--- src/rtl/mips_pkg.sv ---
// Shared definitions for the execute stage: bus widths, ALU operation and
// result-class codes, the execute FSM state type and an overflow helper.
package mips_pkg;

  localparam int REG_W      = 32;
  localparam int ALU_OP_W   = 8;
  localparam int ALU_SEL_W  = 3;
  localparam int REG_ADDR_W = 5;
  localparam int SHAMT_W    = 5;

  localparam logic [REG_W-1:0] ZERO_WORD = 32'h0000_0000;

  localparam logic [ALU_OP_W-1:0] EXE_NOP_OP = 8'h00;
  localparam logic [ALU_OP_W-1:0] EXE_ADD_OP = 8'h20;
  localparam logic [ALU_OP_W-1:0] EXE_SUB_OP = 8'h22;
  localparam logic [ALU_OP_W-1:0] EXE_AND_OP = 8'h24;
  localparam logic [ALU_OP_W-1:0] EXE_OR_OP  = 8'h25;
  localparam logic [ALU_OP_W-1:0] EXE_XOR_OP = 8'h26;
  localparam logic [ALU_OP_W-1:0] EXE_SLL_OP = 8'h7C;

  localparam logic [ALU_SEL_W-1:0] EXE_RES_NOP   = 3'b000;
  localparam logic [ALU_SEL_W-1:0] EXE_RES_LOGIC = 3'b001;
  localparam logic [ALU_SEL_W-1:0] EXE_RES_SHIFT = 3'b010;
  localparam logic [ALU_SEL_W-1:0] EXE_RES_ARITH = 3'b100;

  typedef enum logic [1:0] {
    ST_IDLE  = 2'd0,
    ST_SHIFT = 2'd1,
    ST_OUT   = 2'd2
  } ex_state_e;

  // Signed overflow of a two's-complement add: operands agree in sign, result
  // does not. For a subtract the caller passes the inverted subtrahend sign.
  function automatic logic add_ovf(input logic a_sign, input logic b_sign,
                                   input logic r_sign);
    return (a_sign == b_sign) && (r_sign != a_sign);
  endfunction

endpackage

--- src/rtl/ex_shifter.sv ---
// Iterative left shifter: one bit per step.
//   load/load_val/load_shamt : capture operand and shift amount
//   step                     : perform one 1-bit shift while count is nonzero
//   next_val                 : value after the step taken this cycle
//   done                     : the step taken this cycle is the last one
module ex_shifter
  import mips_pkg::*;
(
  input  logic               clk,
  input  logic               rst,
  input  logic               load,
  input  logic [REG_W-1:0]   load_val,
  input  logic [SHAMT_W-1:0] load_shamt,
  input  logic               step,
  output logic [REG_W-1:0]   next_val,
  output logic               done
);

  logic [REG_W-1:0]   val_r;
  logic [SHAMT_W-1:0] cnt_r;

  // Operand and remaining-shift counter.
  always_ff @(posedge clk) begin
    if (rst) begin
      val_r <= ZERO_WORD;
      cnt_r <= 5'd0;
    end else if (load) begin
      val_r <= load_val;
      cnt_r <= load_shamt;
    end else if (step && (cnt_r != 5'd0)) begin
      val_r <= {val_r[REG_W-2:0], 1'b0};
      cnt_r <= cnt_r - 5'd1;
    end else begin
      val_r <= val_r;
      cnt_r <= cnt_r;
    end
  end

  assign next_val = {val_r[REG_W-2:0], 1'b0};
  // A zero count can never be stepped; treating it as done keeps the FSM from
  // stalling forever should it ever be reached.
  assign done     = (cnt_r <= 5'd1);

endmodule

--- src/rtl/ex_unit.sv ---
// Execute stage: single-cycle ALU (ADD/SUB/AND/OR/XOR), iterative SLL and a
// valid/ready result register toward MEM.
//   clk, rst                 : clock, synchronous active-high reset
//   in_valid/in_ready        : decoded bundle handshake
//   aluop_i, alusel_i        : operation, result class (passed through)
//   reg1_i, reg2_i           : source operands
//   wd_i, wreg_i             : destination register and write request
//   out_valid/out_ready      : result handshake toward MEM
//   wdata_o, wd_o, wreg_o,
//   alusel_o, ovf_o          : registered result bundle
//   stallreq_o               : high while an SLL is iterating
module ex_unit
  import mips_pkg::*;
(
  input  logic                  clk,
  input  logic                  rst,
  input  logic                  in_valid,
  output logic                  in_ready,
  input  logic [ALU_OP_W-1:0]   aluop_i,
  input  logic [ALU_SEL_W-1:0]  alusel_i,
  input  logic [REG_W-1:0]      reg1_i,
  input  logic [REG_W-1:0]      reg2_i,
  input  logic [REG_ADDR_W-1:0] wd_i,
  input  logic                  wreg_i,
  output logic                  out_valid,
  input  logic                  out_ready,
  output logic [REG_W-1:0]      wdata_o,
  output logic [REG_ADDR_W-1:0] wd_o,
  output logic                  wreg_o,
  output logic [ALU_SEL_W-1:0]  alusel_o,
  output logic                  ovf_o,
  output logic                  stallreq_o
);

  ex_state_e          state_r;
  logic               in_ready_s;
  logic               accept_s;
  logic               is_sll_s;
  logic               alu_def_s;
  logic               alu_ovf_s;
  logic               alu_wreg_s;
  logic [REG_W-1:0]   alu_res_s;
  logic [REG_W-1:0]   sum_s;
  logic [REG_W-1:0]   diff_s;
  logic [REG_W-1:0]   shf_next_s;
  logic [SHAMT_W-1:0] shamt_s;
  logic               shf_done_s;
  logic               shf_load_s;
  logic               shf_step_s;

  // Accept in IDLE, or in OUT when the held result drains on the same edge.
  always_comb begin
    if (rst) begin
      in_ready_s = 1'b0;
    end else if (state_r == ST_IDLE) begin
      in_ready_s = 1'b1;
    end else if (state_r == ST_OUT) begin
      in_ready_s = out_ready;
    end else begin
      in_ready_s = 1'b0;
    end
  end

  assign in_ready   = in_ready_s;
  assign stallreq_o = !rst && (state_r == ST_SHIFT);
  assign accept_s   = in_valid && in_ready_s;
  assign shamt_s    = reg1_i[SHAMT_W-1:0];
  assign sum_s      = reg1_i + reg2_i;
  assign diff_s     = reg1_i - reg2_i;

  // Single-cycle ALU result; SLL yields reg2 here for the zero-shift case.
  always_comb begin
    alu_res_s = ZERO_WORD;
    alu_ovf_s = 1'b0;
    alu_def_s = 1'b1;
    is_sll_s  = 1'b0;
    case (aluop_i)
      EXE_ADD_OP: begin
        alu_res_s = sum_s;
        alu_ovf_s = add_ovf(reg1_i[REG_W-1], reg2_i[REG_W-1], sum_s[REG_W-1]);
      end
      EXE_SUB_OP: begin
        alu_res_s = diff_s;
        alu_ovf_s = add_ovf(reg1_i[REG_W-1], ~reg2_i[REG_W-1], diff_s[REG_W-1]);
      end
      EXE_AND_OP: alu_res_s = reg1_i & reg2_i;
      EXE_OR_OP:  alu_res_s = reg1_i | reg2_i;
      EXE_XOR_OP: alu_res_s = reg1_i ^ reg2_i;
      EXE_SLL_OP: begin
        alu_res_s = reg2_i;
        is_sll_s  = 1'b1;
      end
      default: begin
        // NOP and every undefined code: an empty, non-writing beat.
        alu_res_s = ZERO_WORD;
        alu_ovf_s = 1'b0;
        alu_def_s = 1'b0;
      end
    endcase
  end

  assign alu_wreg_s = wreg_i && alu_def_s && !alu_ovf_s;
  assign shf_load_s = accept_s && is_sll_s;
  assign shf_step_s = (state_r == ST_SHIFT);

  ex_shifter u_shifter (
    .clk        (clk),
    .rst        (rst),
    .load       (shf_load_s),
    .load_val   (reg2_i),
    .load_shamt (shamt_s),
    .step       (shf_step_s),
    .next_val   (shf_next_s),
    .done       (shf_done_s)
  );

  // Execute FSM and registered result bundle.
  always_ff @(posedge clk) begin
    if (rst) begin
      state_r   <= ST_IDLE;
      out_valid <= 1'b0;
      wdata_o   <= ZERO_WORD;
      wd_o      <= 5'd0;
      wreg_o    <= 1'b0;
      alusel_o  <= 3'd0;
      ovf_o     <= 1'b0;
    end else begin
      case (state_r)
        ST_IDLE, ST_OUT: begin
          if (accept_s) begin
            wd_o     <= wd_i;
            alusel_o <= alusel_i;
            if (is_sll_s && (shamt_s != 5'd0)) begin
              state_r   <= ST_SHIFT;
              out_valid <= 1'b0;
              wreg_o    <= wreg_i;
              ovf_o     <= 1'b0;
            end else begin
              state_r   <= ST_OUT;
              out_valid <= 1'b1;
              wdata_o   <= alu_res_s;
              wreg_o    <= alu_wreg_s;
              ovf_o     <= alu_ovf_s;
            end
          end else if ((state_r == ST_OUT) && out_ready) begin
            state_r   <= ST_IDLE;
            out_valid <= 1'b0;
          end else begin
            state_r <= state_r;
          end
        end
        ST_SHIFT: begin
          if (shf_done_s) begin
            state_r   <= ST_OUT;
            out_valid <= 1'b1;
            wdata_o   <= shf_next_s;
          end else begin
            state_r <= ST_SHIFT;
          end
        end
        default: begin
          state_r   <= ST_IDLE;
          out_valid <= 1'b0;
        end
      endcase
    end
  end

endmodule

--- config.mk ---
export PLATFORM = sky130hd
export DESIGN_NAME = ex_unit
export DESIGN_NICKNAME = d
export VERILOG_FILES = /design/src/rtl/mips_pkg.sv /design/src/rtl/ex_shifter.sv /design/src/rtl/ex_unit.sv
export SDC_FILE = /design/constraint.sdc
export NUM_CORES = 1
export LEC_CHECK = 0
export BUFFER_PORTS_ARGS = -buffer_cell sky130_fd_sc_hd__buf_2
export CAP_MARGIN = 20
export CORE_MARGIN = 2
export CORE_UTILIZATION = 35
export DETAILED_ROUTE_END_ITERATION = 6
export PLACE_DENSITY = 0.57
export SYNTH_ARGS = -nofsm -noshare
export SYNTH_HDL_FRONTEND = slang
export SYNTH_SLANG_ARGS = --single-unit
--- constraint.sdc ---
create_clock -name clk -period 3.5 [get_ports clk]
set_input_delay 0.525 -clock clk [delete_from_list [all_inputs] [get_ports clk]]
set_output_delay 0.525 -clock clk [all_outputs]
set_load 0.01 [all_outputs]
==> flow_summary.ini, run 1 <==
[route]
totalWireLength_mm = 34.6
dr.first_iter.drc_count = 825
detail-route-antenna-nets = 0
wire_per_inst_microns = 19.8
vias = 10000
drt_pass1_iterations = 5
drc_errors = 0
vias_per_cell = 5.73

[setup_path]
arrival_ns = 3.52
r2r_cells = 9
start_kind = primary input
reg2reg_from = state_r[1]
crit_type = in2reg
r2r_slack_ns = 0.49
worstPathCellList = buf_2 -> inv_1 -> ha_1 -> nand2b_1 -> a221oi_1 -> o41ai_1 -> o31ai_2 -> buf_4 -> a311o_1 -> a21oi_2 -> o21ai_2 -> mux2_4 -> a221oi_2 -> nor3_1
critical_path.endpoint = wdata_o[28]
timing.critical_path.from = reg2_i[11]
cpPeakStageDelay_ns = 0.56
cp_slowest_cell = o41ai_1
r2r_end = wdata_o[29]
endpoint_kind = register
critPathMaxFanout = 5
cp.required_ns = 3.73

[die]
fp-row-count = 57
ios = 130
dieArea_sq_um = 26300
core_sq_um = 24500
die_w_microns = 162
start_util_pct = 35.8
die_h_microns = 162

[flow_run]
drv_cap = 0

[logic_synthesis]
synthesis.nets = 1420
synth_compound_area_share_pct = 33.0
synthSimpleGateAreaFrac_pct = 20.9
ys_seq_elements = 81
syn_inst = 1226
synth_top_family_by_area = compound AO/OA/AOI/OAI gates
synth_area_sq_um = 8750
syn_avg_cell_area_sq_um = 7.14
seq_area_frac_synth_pct = 18.5
synthAdderAreaFrac_pct = 15.8
synth-xor-area-share_pct = 2.70
ys.flop_type = dfxtp_1
synth_edf_count = 0
yosysWarnings = 0
synth_mux_area_share_pct = 1.00
yosys.cell_types.count = 78
synth-async-reset-ratio_pct = 0

[clocking]
htree_levels = 3
cts_tree = yes
clk_pin_slew_ns = 0.08
cts_num_sinks = 81
clk_path_buf_depth = 2
cts-root-buf = clkbuf_16
clkLatencyLatePin_ns = 0.37
cts_hold_buf = 0
numCtsBuffers = 9

[global_route]
grt_start_max_net_pins = 52
grt_pass1_vias = 9623
grt_pass1_wl_mm = 53.9
antenna_found_initial = 1
gr-total-overflow = 0
track_usage_pct = 26.1

[sta]
fin_skew_ns = 0.0122
min_period_ns = 3.29
slew-limit-headroom_pct = 52.4
worst_pin_slew_ns = 0.705
hold_viol = 0
slew_violations = 0
finalSetupTns_ns = 0
post-route-period-util_pct = 93.9
fmax_mhz = 304
setup_violations = 0

[finish]
area_growth_syn_to_layout_pct = 24.4
nFillCells = 2541
layout.nets = 1614
final_cell_mix = nor2_1 (171), buf_4 (137), buf_2 (129), ha_1 (107), a21oi_1 (104)
utilization_pct = 44.5
fin_cells = 1749
drive_gt1_share_pct = 22.9
layout_commonest_cell = nor2_1
multiInputGateArea_sq_um = 6440
regArea_sq_um = 1620
antenna_cells = 0

[run_status]
status = completed

[placed_design]
portBuffers = 129
place_inst = 1733
place_congestion = 0.949
hpwlAfterDp_mm = 25.9

[power_and_ir_drop]
irDropWorstVdd_mv = 0.169
p_leak_nw = 5.03
pwr_density_cell_nw_per_um2 = 295

[hold_path]
worst_hold_path_type = in2reg
[cells in the mapped netlist, types with 10 or more instances]
| cell | n | area share (%) |
|---|---|---|
| a2111oi_0 | 12 | 1.2 |
| a21o_1 | 21 | 1.8 |
| o221a_2 | 22 | 2.8 |
| clkbuf_1 | 68 | 2.9 |
| nand3_1 | 25 | 1.4 |
| a211oi_1 | 22 | 1.9 |
| dfxtp_1 | 81 | 19 |
| a221oi_1 | 19 | 1.9 |
| nor2b_1 | 10 | 0.71 |
| nor2_1 | 173 | 7.4 |
| inv_1 | 95 | 4.1 |
| a22oi_1 | 13 | 1.1 |
| nor3_1 | 44 | 2.5 |
| o21ai_0 | 65 | 3.7 |
| ha_1 | 107 | 15 |
| a31oi_1 | 15 | 1.1 |
| o211ai_1 | 19 | 1.6 |
| a21oi_1 | 104 | 5.9 |
| o21bai_1 | 11 | 0.94 |
| xnor2_1 | 26 | 2.6 |
| buf_2 | 13 | 0.74 |
| and3_1 | 14 | 1.0 |
| nand2_1 | 89 | 3.8 |
| nor4_1 | 12 | 0.86 |
[sequential cells by signal, summed over array words and instances, names as in the netlist]
signal	count
state_r	2
u_shifter.val_r	31
u_shifter.cnt_r	5
ovf_o	1
wdata_o	32
wreg_o	1
out_valid	1
alusel_o	3
wd_o	5
[cells by family after synthesis]
| group | Yosys count |
|---|---|
| AO/OA/AOI/OAI | 412 |
| AND/OR/NAND/NOR | 406 |
| buffers and inverters | 183 |
| adder cells (fa/ha/maj) | 109 |
| flip-flops | 81 |
| XOR/XNOR | 27 |
| multiplexers | 8 |
[worst min-delay path by stage]
stage	startpoint	endpoint	cells past startpoint
floorplan	u_shifter.cnt_r[4]	u_shifter.cnt_r[4]	2
global placement	alusel_o[0]	alusel_o[0]	2
detailed placement	wd_o[1]	wd_o[1]	2
CTS	wd_i[2]	wd_o[2]	3
global route	wd_i[4]	wd_o[4]	3
finish	wd_i[2]	wd_o[2]	3
[metal layers]
layer | GRT usage, % | share of wire [%] | wire, microns
met1 | 35.2 | 46 | 15800
met2 | 43.0 | 46 | 15800
met3 | 4.34 | 6.4 | 2220
met4 | 7.48 | 2.4 | 826
met5 | 0 | 0.032 | 11
[area by class of cell]
type                    instances  share of cell area, %
repair buffers                268                   15.7
well taps                     324                   3.72
clock inverters                 7                  0.977
clock buffers                   9                   2.07
flip-flops and latches         81                   14.9
inverters                      98                   3.38
multi-input cells             962                   59.2
[power by group]
| part | leakage [nW] | internal, W | switching (W) |
|---|---|---|---|
| combinational | 4.21 | 0.000468 | 0.000643 |
| clock | 0.163 | 0.000642 | 0.000502 |
| sequential | 0.656 | 0.000941 | 0.0000121 |
[critical path, delay by kind of cell]
family	cells	cell delay, ns
compound gates	7	1.78
fa+ha+maj	1	0.31
buf+inv	3	0.39
mux	1	0.31
simple gates	2	0.18
[through the flow]
| step | total power, W | area [sq um] | setup WS (ns) | hold slack, ns |
|---|---|---|---|---|
| 2_1_floorplan | 0.00162 | 8750 | 0.265 | 0.466 |
| 3_3_place_gp | 0.00206 | 10500 | -0.161 | 0.438 |
| 3_5_place_dp | 0.00206 | 10500 | -0.227 | 0.444 |
| 4_1_cts | 0.00321 | 10900 | 0.146 | 0.384 |
| 5_1_grt | 0.00337 | 10900 | -0.0000746 | 0.388 |
| 6_report | 0.00321 | 10900 | 0.215 | 0.392 |
[timing repair]
action	CTS	global route
setup buffers	0	0
resized for setup	0	3
endpoints found under the setup margin	0	2
No activity file was read; power rests on OpenSTA's default activity.
==> inputs of run 2 (changes only) <==
--- a/config.mk
+++ b/config.mk
@@ -5,12 +5,13 @@
 export SDC_FILE = /design/constraint.sdc
 export NUM_CORES = 1
 export LEC_CHECK = 0
+export ABC_AREA = 1
 export BUFFER_PORTS_ARGS = -buffer_cell sky130_fd_sc_hd__buf_2
 export CAP_MARGIN = 20
 export CORE_MARGIN = 2
-export CORE_UTILIZATION = 35
+export CORE_UTILIZATION = 61
 export DETAILED_ROUTE_END_ITERATION = 6
-export PLACE_DENSITY = 0.57
+export PLACE_DENSITY = 0.87
 export SYNTH_ARGS = -nofsm -noshare
 export SYNTH_HDL_FRONTEND = slang
 export SYNTH_SLANG_ARGS = --single-unit
==> constraint.sdc (replaced) <==
create_clock -name clk -period 3.7 [get_ports clk]
set_input_delay 0.555 -clock clk [delete_from_list [all_inputs] [get_ports clk]]
set_output_delay 0.555 -clock clk [all_outputs]
set_load 0.01 [all_outputs]
==> run 2 against run 1 <==
The run now ends with design-rule violations left. Routed wire length increased by 19%. Clock power decreased by 11%. Non-clock buffer count decreased by 121. Combinational power about the same. First-iteration DRC count increased by 120%. Register-to-register slack improved by 0.29 ns. Synthesized cell count increased by 46%. Critical path type is now reg2out. Highest routed layer is now met4.
==> flow_summary.ini, run 2 <==
[run_status]
status = finished, violations left
violations = design-rule violations

[die]
fp-row-count = 47
die_w_microns = 133
core_sq_um = 16500
start_util_pct = 62.0
dieArea_sq_um = 17800
die_h_microns = 133
ios = 130

[logic_synthesis]
yosysTopAreaCellShare_pct = 17.9
syn_avg_cell_area_sq_um = 5.71
yosys.cell_types.count = 44
yosys-top-cells-area = nand2_1 (18%), dfxtp_1 (16%), ha_1 (13%)
seq_area_frac_synth_pct = 15.9
syn_inst = 1787
synthesis.nets = 1981
ys.flop_type = dfxtp_1
synth-async-reset-ratio_pct = 0
yosysTopAreaCell = nand2_1
synth_edf_count = 0
synth_most_common_cell = nand2_1
yosys-top-cells-count = nand2_1 (488), inv_1 (305), nor2_1 (171)
yosysWarnings = 0
synth_area_sq_um = 10200
ys_seq_elements = 81

[finish]
layout_commonest_cell = nand2_1
drive_gt1_share_pct = 11.7
top_regs = wdata_o (32), u_shifter.val_r (31)
nFillCells = 1513
largest_register_ffs = 32
regMostFlops = wdata_o
fin_cells = 2096
layout.nets = 2065
antenna_cells = 0
final_cell_mix = nand2_1 (488), inv_1 (305), nor2_1 (171), nand3_1 (137), a21oi_1 (131)
area_growth_syn_to_layout_pct = 9.99

[sta]
setup_violations = 0
fmax_mhz = 321
hold_viol = 0
worst_pin_slew_ns = 0.878
min_period_ns = 3.11
post-route-period-util_pct = 84.1
finalSetupTns_ns = 0
fin_skew_ns = 0.00976
grt_setup_unrepaired = no
timing.hold.ws_ns = 0.446
slew-limit-headroom_pct = 41.4
slew_violations = 0

[power_and_ir_drop]
pwr_density_cell_nw_per_um2 = 271
irDropWorstVdd_mv = 0.246
finalPower_w = 0.00304
p_leak_nw = 6.13

[setup_path]
critPathMaxFanout = 35
timing.critical_path.from = state_r[0]
r2r_end = wdata_o[24]
crit_type = reg2out
cpPeakStageDelay_ns = 0.67
start_kind = register
crit_cells = 7
r2r_slack_ns = 0.78
crit_top_cell = buf_4
arrival_ns = 2.56
endpoint_kind = primary output
timing.critical_path.buf_inv = 5
cp.required_ns = 3.14
critical_path.endpoint = stallreq_o
cp_slowest_cell = nor2_2
r2r_cells = 9
worstPathCellList = inv_1 -> nor2_2 -> buf_4 -> inv_2 -> buf_4 -> nor2_1 -> buf_2
cpLargestDelayFamily = buffers and inverters
reg2reg_from = state_r[0]

[clocking]
cts-root-buf = clkbuf_16
cts_setup_buffers = 0
clk_path_buf_depth = 2
cts_num_sinks = 81
post_cts_resized = 0
htree_levels = 3
numCtsBuffers = 9
clkLatencyLatePin_ns = 0.36
cts_hold_buf = 0
cts_tree = yes
clk_pin_slew_ns = 0.07

[global_route]
gr-total-overflow = 0
track_usage_pct = 45.3
grtUsageMet1_pct = 56.7
grt_most_used_layer = met2
use_met2_pct = 72.5
grt_pass1_vias = 11700
antenna_found_initial = 0
grt_start_max_net_pins = 40
grt_pass1_wl_mm = 63.0
use_met3_pct = 8.60

[placed_design]
portBuffers = 129
place_congestion = 1.09
hpwlAfterDp_mm = 32.1
place_inst = 2080

[route]
detail-route-antenna-nets = 0
drc_errors = 1
vias_per_cell = 6.08
wire_per_inst_microns = 19.7
totalWireLength_mm = 41.3
drt_pass1_iterations = 7
vias = 12800
dr.first_iter.drc_count = 1841

[hold_path]
worst_hold_path_type = in2reg
hp-start = alusel_i[2]

[flow_run]
drv_cap = 0
-- run 2: cell count changes after synthesis, sizes merged, moves of 21 or more --
cell	before	now
nand2	89	500
inv	95	316
nand3	25	138
o22ai	6	51
clkbuf	68	32
a21oi	105	137
nor3	44	14
o221ai	1	31
buf	17	42
xnor2	26	1
o221a	22	0
a21o	21	0
-- run 2: per-layer routing --
metal | part of all wire (%) | wire length [microns] | vias to the layer above
met4 | 7.3 | 3010 | 0
li1 | - | - | 5891
met5 | 0 | 0 | -
met3 | 11 | 4420 | 211
met2 | 44 | 18000 | 936
met1 | 38 | 15900 | 5715
-- run 2: worst min path at each step --
stage                           to  slack (ns)  cells after the start
2_1_floorplan  u_shifter.val_r[30]        0.46                      2
3_3_place_gp           alusel_o[2]        0.45                      2
3_5_place_dp               wd_o[0]        0.45                      2
4_1_cts                alusel_o[0]        0.45                      3
5_1_grt                    wd_o[0]        0.45                      3
6_report               alusel_o[2]        0.45                      3
-- run 2: logic make-up after synthesis --
logic type | count (synthesis) | share of synthesized area, %
and+or+nand+nor | 880 | 36.4
buffers and inverters | 392 | 15.4
AOI/OAI and AO/OA | 320 | 18.3
adders and majority gates | 109 | 13.5
DFF | 81 | 15.9
xor gates and xnor gates | 5 | 0.429
-- run 2: through the flow --
| stage | instance area [sq um] | utilization [%] | worst slack, ns |
|---|---|---|---|
| after CTS | 11200 | 68.2 | 0.669 |
| after global routing | 11200 | 68.2 | 0.517 |
| after detailed placement | 10900 | 66.2 | 0.538 |
| after global placement | 10900 | 66.2 | 0.532 |
| after floorplan | 10200 | - | 1.44 |
| final | 11200 | 68.2 | 0.588 |
-- run 2: worst reg2reg max path, stage by stage, from the launching register on --
cell     delay [ns]
dfxtp_1        0.42
inv_1          0.11
nor2_2         0.67
buf_4          0.38
inv_2          0.06
nand2_1        0.08
nand2_2        0.19
inv_2          0.56
o21ai_0        0.23
a21oi_1        0.16
-- run 2: final cells by class --
cell class,instances,area [sq um],area share (%)
Timing Repair Buffer,147,793,7.07
Sequential cell,81,1620,14.4
Clock inverter,7,105,0.936
Clock buffer,9,225,2.01
Multi-Input combinational cell,1314,7010,62.5
Inverter,318,1190,10.6
Tap cell,220,275,2.45
-- run 2: where the power goes --
| part | internal, W | total [W] | switching [W] | leakage (nW) |
|---|---|---|---|---|
| clock | 0.000604 | 0.00102 | 0.000420 | 0.159 |
| sequential | 0.000900 | 0.000916 | 0.0000167 | 0.659 |
| combinational | 0.000323 | 0.00110 | 0.000781 | 5.31 |
| total | 0.00183 | 0.00304 | 0.00122 | 6.13 |
==> inputs of run 3 (changes only) <==
==> constraint.sdc (replaced) <==
create_clock -name clk -period 2.88 [get_ports clk]
set_input_delay 0.432 -clock clk [delete_from_list [all_inputs] [get_ports clk]]
set_output_delay 0.432 -clock clk [all_outputs]
set_load 0.01 [all_outputs]
==> run 3 against run 2 <==
The flow still finishes with violations (design-rule violations). Largest power group unchanged. Clock power grew 15%. Highest routed layer is now met5. Clock skew grew 0.0017 ns. Via count shrank 0.71%. Largest cell class unchanged.
==> flow_summary.ini, run 3 (synthesis results as in run 2) <==
[run_status]
status = finished, violations left
violations = design-rule violations

[global_route]
grt_pass1_vias = 11900
grt_pass1_wl_mm = 63.1
antenna_found_initial = 1
use_met2_pct = 73.2
grt_most_used_layer = met2
gr-total-overflow = 0
grt_start_max_net_pins = 36
grtUsageMet1_pct = 56.0
use_met3_pct = 8.56
track_usage_pct = 45.3

[sta]
finalSetupTns_ns = 0
slew-limit-headroom_pct = 52.7
setup_violations = 0
hold_viol = 0
grt_setup_unrepaired = no
worst_pin_slew_ns = 0.708
min_period_ns = 2.44
post-route-period-util_pct = 84.8
slew_violations = 0
fmax_mhz = 410
fin_skew_ns = 0.0115

[clocking]
cts_hold_buf = 0
cts_setup_buffers = 0
cts_num_sinks = 81
cts-root-buf = clkbuf_16
clkLatencyLatePin_ns = 0.36
clk_pin_slew_ns = 0.07
clk_path_buf_depth = 2
htree_levels = 3
post_cts_resized = 0
numCtsBuffers = 9
cts_tree = yes

[finish]
layout_commonest_cell = nand2_1
layout.nets = 2109
regArea_sq_um = 1620
top_regs = wdata_o (32), u_shifter.val_r (31)
antenna_cells = 0
nFillCells = 1530
multiInputGateArea_sq_um = 7010
largest_register_ffs = 32
regMostFlops = wdata_o
fin_cells = 2140
drive_gt1_share_pct = 13.7
final_cell_mix = nand2_1 (488), inv_1 (305), nor2_1 (171), nand3_1 (137), a21oi_1 (131)
area_growth_syn_to_layout_pct = 12.9

[setup_path]
endpoint_kind = register
cp.required_ns = 3.14
arrival_ns = 2.70
critPathMaxFanout = 8
crit_type = in2reg
start_kind = primary input

[die]
dieArea_sq_um = 17800
die_h_microns = 133
fp-row-count = 47
start_util_pct = 62.0
core_sq_um = 16500
die_w_microns = 133
ios = 130

[route]
vias_per_cell = 5.92
detail-route-antenna-nets = 0
wire_per_inst_microns = 19.0
drc_errors = 1
drt_pass1_iterations = 7
dr.first_iter.drc_count = 1560
vias = 12700
totalWireLength_mm = 40.6

[placed_design]
portBuffers = 129
hpwlAfterDp_mm = 31.4
place_congestion = 1.07
place_inst = 2124

[power_and_ir_drop]
p_leak_nw = 6.33
pwr_density_cell_nw_per_um2 = 330
finalPower_w = 0.00380
irDropWorstVdd_mv = 0.372

[hold_path]
worst_hold_path_type = in2reg

[flow_run]
drv_cap = 0
run 3: area by class of cell:
class / count / share of cell area, %
repair buffers: 191 / 9.86
clock inverters: 7 / 0.500
clock buffers: 9 / 1.95
multi-input cells: 1314 / 60.9
well taps: 220 / 2.39
inverters: 318 / 10.4
flip-flops and latches: 81 / 14.1
run 3: per-layer routing:
layer  up-vias  wire, microns
met2       854          17800
met5         -             13
met4         2           2930
met3       218           4470
met1      5618          15400
li1       5971              -
run 3: through the flow:
step / cell area [sq um] / worst slack, ns / util (%) / hold slack (ns)
6_report: 11500 / 0.438 / 70.0 / 0.308
5_1_grt: 11500 / 0.225 / 70.0 / 0.311
4_1_cts: 11500 / 0.499 / 70.0 / 0.310
3_5_place_dp: 11200 / 0.128 / 68.3 / 0.455
3_3_place_gp: 11200 / 0.143 / 68.3 / 0.449
2_1_floorplan: 10200 / 0.748 / - / 0.455
run 3: worst max-delay path, stage by stage:
cell and delay, ns:
buf_2 0.13, inv_1 0.05, ha_1 0.45, nor2_1 0.35, nand2_1 0.24, a21oi_1 0.31
o21ai_0 0.17, nand3_1 0.10, nand2_1 0.06, nand3_1 0.07, nand3_1 0.14, nand2_1 0.11
a21oi_1 0.06
run 3: report_power, final:
group          switching [W]  internal (W)
Sequential         0.0000243       0.00116
Clock               0.000573      0.000599
Combinational       0.000988      0.000465
Total                0.00159       0.00222
run 3: path summary, 6_finish.rpt:
check | from | endpoint | slack (ns) | depth (start not counted)
max | reg1_i[6] | wdata_o[18] | 0.44 | 13
min | alusel_i[2] | alusel_o[2] | 0.31 | 3
max reg2reg | u_shifter.cnt_r[1] | wdata_o[12] | 0.50 | 8
min reg2reg | wd_o[3] | wd_o[3] | 0.46 | 2
